[config.mk]
export PLATFORM = sky130hd
export DESIGN_NAME = pixel_feeder
export DESIGN_NICKNAME = d
export VERILOG_FILES = /design/src/rtl/pixel_feeder.sv
export SDC_FILE = /design/constraint.sdc
export NUM_CORES = 1
export LEC_CHECK = 0
export CORE_ASPECT_RATIO = 0.7
export CORE_UTILIZATION = 50
export CTS_BUF_LIST = sky130_fd_sc_hd__clkbuf_8 sky130_fd_sc_hd__clkbuf_16
export DETAILED_ROUTE_END_ITERATION = 12
export PLACE_DENSITY = 0.82
export SETUP_SLACK_MARGIN = 0.15
export SLEW_MARGIN = 20
export SYNTH_ARGS = -nofsm -noshare
export SYNTH_HDL_FRONTEND = slang
export SYNTH_SLANG_ARGS = --single-unit
export TNS_END_PERCENT = 10
[constraint.sdc]
create_clock -name clk -period 6.65 [get_ports clk]
set_input_delay 0.665 -clock clk [delete_from_list [all_inputs] [get_ports clk]]
set_output_delay 0.665 -clock clk [all_outputs]
set_load 0.005 [all_outputs]
[src/rtl/pixel_feeder.sv]
// Pixel feeder: walks a frame in row-major order, fetching each pixel from the
// image memory and presenting it with its coordinates and the frame's mask
// offsets to the masking stage under a tx/ready handshake.
module pixel_feeder #(
    parameter int unsigned IMG_ROWS = 320,
    parameter int unsigned IMG_COLS = 240
) (
    input  logic        clk,
    input  logic        rst,
    input  logic        start,
    input  logic [8:0]  i_offset_in,
    input  logic [7:0]  j_offset_in,
    output logic        mem_rd_en,
    output logic [16:0] mem_addr,
    input  logic [11:0] mem_rdata,
    output logic [11:0] pixel,
    output logic [8:0]  i_p,
    output logic [7:0]  j_p,
    output logic [8:0]  i_offset,
    output logic [7:0]  j_offset,
    output logic        tx,
    input  logic        ready,
    output logic        busy,
    output logic        done
);

    localparam int unsigned ROW_W  = 9;
    localparam int unsigned COL_W  = 8;
    localparam int unsigned ADDR_W = 17;
    localparam int unsigned PIX_W  = 12;

    localparam logic [ROW_W-1:0] LAST_ROW = ROW_W'(IMG_ROWS - 1);
    localparam logic [COL_W-1:0] LAST_COL = COL_W'(IMG_COLS - 1);

    typedef enum logic [2:0] {
        S_IDLE,
        S_FETCH,
        S_WAIT,
        S_PRESENT,
        S_DONE
    } state_t;

    state_t              state, state_nxt;
    logic [ROW_W-1:0]    i_nxt;
    logic [COL_W-1:0]    j_nxt;
    logic [ROW_W-1:0]    i_offset_nxt;
    logic [COL_W-1:0]    j_offset_nxt;
    logic [PIX_W-1:0]    pixel_nxt;
    logic [ADDR_W-1:0]   mem_addr_nxt;

    // Next state, counters, offsets, captured pixel and fetch address
    always_comb begin
        state_nxt    = state;
        i_nxt        = i_p;
        j_nxt        = j_p;
        i_offset_nxt = i_offset;
        j_offset_nxt = j_offset;
        pixel_nxt    = pixel;
        mem_addr_nxt = mem_addr;

        case (state)
            S_IDLE: begin
                if (start) begin
                    i_offset_nxt = i_offset_in;
                    j_offset_nxt = j_offset_in;
                    i_nxt        = '0;
                    j_nxt        = '0;
                    state_nxt    = S_FETCH;
                end
            end
            S_FETCH: begin
                state_nxt = S_WAIT;
            end
            S_WAIT: begin
                pixel_nxt = mem_rdata;
                state_nxt = S_PRESENT;
            end
            S_PRESENT: begin
                if (ready) begin
                    if (j_p != LAST_COL) begin
                        j_nxt     = j_p + COL_W'(1);
                        state_nxt = S_FETCH;
                    end else if (i_p != LAST_ROW) begin
                        j_nxt     = '0;
                        i_nxt     = i_p + ROW_W'(1);
                        state_nxt = S_FETCH;
                    end else begin
                        state_nxt = S_DONE;
                    end
                end
            end
            S_DONE: begin
                state_nxt = S_IDLE;
            end
            default: begin
                state_nxt = S_IDLE;
            end
        endcase

        // Address is formed from the coordinates the upcoming FETCH will use
        if (state_nxt == S_FETCH) begin
            mem_addr_nxt = ADDR_W'(i_nxt) * ADDR_W'(IMG_COLS) + ADDR_W'(j_nxt);
        end
    end

    // State and registered outputs; strobes are decoded from the next state
    always_ff @(posedge clk) begin
        if (rst) begin
            state     <= S_IDLE;
            i_p       <= '0;
            j_p       <= '0;
            i_offset  <= '0;
            j_offset  <= '0;
            pixel     <= '0;
            mem_addr  <= '0;
            mem_rd_en <= 1'b0;
            tx        <= 1'b0;
            busy      <= 1'b0;
            done      <= 1'b0;
        end else begin
            state     <= state_nxt;
            i_p       <= i_nxt;
            j_p       <= j_nxt;
            i_offset  <= i_offset_nxt;
            j_offset  <= j_offset_nxt;
            pixel     <= pixel_nxt;
            mem_addr  <= mem_addr_nxt;
            mem_rd_en <= (state_nxt == S_FETCH);
            tx        <= (state_nxt == S_PRESENT);
            busy      <= (state_nxt == S_FETCH) || (state_nxt == S_WAIT) ||
                         (state_nxt == S_PRESENT);
            done      <= (state_nxt == S_DONE);
        end
    end

endmodule

After elaboration in Yosys (flattened, before gate mapping)
Cells that the tools add are included.
{ "totals": {"out_inout_bits": 67, "word_cells": 43, "input_bits": 33, "reg_bits": 70} }
{ "classes": {"eq_ne": 9, "mul": 1, "addsub": 3, "reduce_logical": 4, "muxes": 15} }
{ "op_table": {"columns": ["operator", "n"], "rows": [
  ["$mux 9", 4],
  ["$mux 8", 4],
  ["$pmux 9 s2", 1],
  ["$add 17x8->17", 1],
  ["$pmux 8 s2", 1],
  ["$mul 9x4->13 const B", 1],
  ["$eq 3x2->1 const B", 4],
  ["$mux 3", 4],
  ["$pmux 3 s4", 1],
  ["$add 9x1->9 const B", 1],
  ["$ne 9x9->1 const B", 1],
  ["$add 8x1->8 const B", 1],
  ["$ne 8x8->1 const B", 1],
  ["$eq 3x1->1 const B", 2],
  ["$eq 3x3->1 const B", 1],
  ["$logic_not 3->1", 1],
  ["$logic_or 1x1->1", 2],
  ["$reduce_and 2->1", 1]
]} }

Depth between registers and ports, before layout
{ "depth": {"word_depth": 8, "depth_mapped": 21, "ltp_nobuf": 21} }

Worst setup path before layout
No wires, ideal clock.
{ "synth_timing": {"path_kind": "input -> register", "startpoint": "input port ready", "endpoint": "register mem_addr[15]", "arrival_time_ns": 5.133, "setup_time_ns": 0.091, "cell_stages": 19, "slack_ns": 1.426, "path_cell_list": "nand4_1 > a311oi_2 > nand4_1 > nor2_1 > o21ai_0 > a21oi_1 > inv_1 > fa_1 > inv_1 > fa_1 > inv_1 > ha_1 > o21a_1 > o31ai_1 > o311ai_0 > nor4_4 > nand3_1 > or2_0 > a311oi_1"} }
{ "synth_via": {"elab_chain_cells": 4} }
{ "synth_lines": {"columns": ["element", "line_no", "source"], "rows": [
  ["start: declaration", "22", "input logic ready,"],
  ["$mux 9", "79", "if (ready) begin"],
  ["$pmux 9 s2", "61", "case (state)"],
  ["via i_nxt[5]", "44", "logic [ROW_W-1:0] i_nxt;"],
  ["$mul 9x4->13", "102", "mem_addr_nxt = ADDR_W'(i_nxt) * ADDR_W'(IMG_COLS) + ADDR_W'(j_nxt);"],
  ["$add 17x8->17", "102", null],
  ["end signal: assignment", "127", "mem_addr <= mem_addr_nxt;"],
  ["end: declaration", "14", "output logic [16:0] mem_addr,"]
]} }
The timed path passes the listed nets, and every way through them passes these cells.
A chain may end at the register's enable or synchronous reset.

Worst setup path in the final report
Ends and elaborated chain as after synthesis.

==> flow_summary.json <==
{
  "postRouteAntennaNets": 0,
  "syn_area_sq_mm": 0.00396,
  "via_count": 3869,
  "clk_pin_slew_ns": 0.06,
  "layout-drive-gt1-share": 0.0593,
  "yosys_warnings": 0,
  "io_buffers": 99,
  "register_area_sq_mm": 0.00140,
  "cp_max_fo": 8,
  "rows": 26,
  "slew_viol_final": 0,
  "hpwl_um": 8060,
  "synth-async-reset-ratio": 0,
  "synth_cell_types": 55,
  "grt_pass1_vias": 3646,
  "worstSetupEndpointType": "register",
  "synth_ff_type": "dfxtp_1",
  "status": "finished, final reports clean",
  "drc": 0,
  "htree_levels": 3,
  "insertion_delay_ns": 0.33,
  "n_fill_cell": 626,
  "ys_ff_latch": 70,
  "r2r_start": "j_p[0]$_SDFF_PP0_",
  "arrival_ns": 6.28,
  "final_hold_viol_count": 0,
  "synth_top_area_frac": 0.354,
  "gr-total-overflow": 0,
  "layout.cells.non_filler": 688,
  "fin_nets": 653,
  "synth_largest_area_cell": "dfxtp_1",
  "fin_setup_tns_ns": 0,
  "worstSetupStartpointType": "primary input",
  "placedCellCount": 672,
  "wl_per_cell_um": 15.8,
  "syn_to_final_growth_pct": 35.9,
  "grt_first_pass_wirelength_um": 17900,
  "tightest_slew_ns": 0.933,
  "fmax_mhz": 166,
  "cts_buffer_depth": 2,
  "dieArea_sq_mm": 0.00829,
  "yosysSeqAreaShare": 0.354,
  "slew_headroom": 0.370,
  "die_h_um": 76.5,
  "initial_utilization": 0.529,
  "drv_cap": 0,
  "path_class": "in -> reg",
  "cts-buffers-inserted": 9,
  "netlist_instances": 488,
  "fin_crit_sh": 0.908,
  "hp-start": "mem_addr[1]$_SDFFE_PP0P_",
  "ctsResizeCount": 0,
  "synth_edf_count": 0,
  "crit_path_start": "ready",
  "multi_input_area_sq_mm": 0.00238,
  "drt_iter0_drc": 223,
  "cp.required_ns": 6.89,
  "first_pass_iters": 5,
  "wl_um": 10900,
  "power_density_mw_per_mm2": 211,
  "cts-root-buf": "clkbuf_16",
  "syn-num-nets": 556,
  "cts_setup_buffers": 0,
  "grt_use_total": 0.278,
  "leakagePower_nw": 2.26,
  "cts_hold_buf": 0,
  "gp_congestion": 0.961,
  "num_io_pins": 100,
  "core_sq_mm": 0.00748,
  "vias_per_cell": 5.62,
  "n_antenna_cell": 0,
  "antenna_found_initial": 0,
  "min_path_type": "reg -> reg",
  "avgSynthCellArea_sq_um": 8.12,
  "finalSetupViolCount": 0,
  "die_x_um": 108,
  "grt_max_degree": 73,
  "cts_sinks": 70,
  "cts_tree": "done",
  "synth_area_leaders": "dfxtp_1, nand2_1, ha_1, a21oi_1, fa_1",
  "vdd_drop_max_v": 0.000162,
  "rsz0062_at_grt": "false",
  "post-route-min-period_ns": 6.03,
  "fin_skew_ns": 0.00532
}
## sequential cells by signal, summed over array words and instances (netlist names), 3 cells and up
signal,cells
pixel,12
j_offset,8
state,3
j_p,8
i_offset,9
mem_addr,17
i_p,9
## critical path: stages
cell,delay (ns)
clkdlybuf4s50_1,0.56
nand4_1,0.21
a311oi_2,0.57
nand4_1,0.26
nor2_1,0.24
a31oi_1,0.12
o21ai_0,0.22
o31a_1,0.26
inv_1,0.12
fa_1,0.49
inv_1,0.05
fa_1,0.50
inv_1,0.04
ha_1,0.35
o21a_1,0.13
o31ai_1,0.08
o311ai_0,0.37
nor4_4,0.41
nand3_1,0.14
or2_0,0.22
a311oi_1,0.25
## area by class of cell
cell class / instances / area share
multi-input cells: 369 / 0.442
inverters: 29 / 0.0202
flip-flops and latches: 70 / 0.260
well taps: 98 / 0.0228
clock inverters: 5 / 0.0151
repair buffers: 106 / 0.193
clock buffers: 11 / 0.0469
## cell usage after synthesis, types with 5 or more instances
cell type	n
xor2_1	5
nor3_1	8
and2_1	7
and3_1	6
xnor2_1	13
a211oi_1	10
fa_1	13
clkbuf_1	17
a21o_1	5
nand2_1	89
inv_1	29
dfxtp_1	70
nor2b_1	7
a31oi_1	5
ha_1	22
o21ai_0	11
nor2_1	45
nor4_1	6
nand3_1	16
a21oi_1	54
## through the flow
stage	total power [mW]	util	setup WS (ns)	instance area, sq um	hold WS (ns)
after floorplan	0.533	-	1.43	3960	0.448
after global placement	0.611	0.674	0.732	5040	0.442
after detailed placement	0.616	0.674	0.423	5040	0.445
after CTS	1.14	0.719	0.707	5380	0.454
after global routing	1.18	0.720	0.207	5390	0.476
final	1.14	0.720	0.615	5390	0.453
## cell families (layout without fill, tap and decap cells)
logic type / Yosys count / in the layout / synth area share
adders and majority gates: 35 / 35 / 0.135
AOI/OAI and AO/OA: 109 / 109 / 0.173
xor gates and xnor gates: 18 / 18 / 0.0398
DFF: 70 / 70 / 0.354
buffers and inverters: 49 / 151 / 0.0483
and+or+nand+nor: 207 / 207 / 0.250
## power breakdown
group	internal (mW)	switching (mW)	total [mW]
Sequential	0.443	0.0139	0.457
Combinational	0.0759	0.0762	0.152
Clock	0.348	0.180	0.528
Total	0.868	0.270	1.14
## path summary, 6_finish.rpt
| kind | endpoint | slack (ns) | depth (start not counted) |
|---|---|---|---|
| max | mem_addr[15]$_SDFFE_PP0P_ | 0.62 | 21 |
| min | mem_addr[1]$_SDFFE_PP0P_ | 0.45 | 2 |
| max reg2reg | mem_addr[15]$_SDFFE_PP0P_ | 0.81 | 21 |
| min reg2reg | mem_addr[1]$_SDFFE_PP0P_ | 0.45 | 2 |
## routing by layer
metal	global-route usage	routed length (um)	vias to the layer above	part of all wire
met5	0	0	-	0
met4	0.0919	216	0	0.020
met3	0.0753	854	27	0.078
met2	0.439	5040	160	0.46
met1	0.366	4780	1811	0.44
li1	-	-	1871	-
## cells in the final DEF (no fill, tap or decap), drive strengths merged, types with 13 or more instances in the layout
master | synthesis | final
nand3 | 16 | 16
ha | 22 | 22
nor2 | 45 | 45
dfxtp | 70 | 70
fa | 13 | 13
nand2 | 89 | 89
xnor2 | 13 | 13
inv | 29 | 29
a21oi | 54 | 54
clkdlybuf4s50 | 0 | 98
No activity file was read; power rests on OpenSTA's default activity.
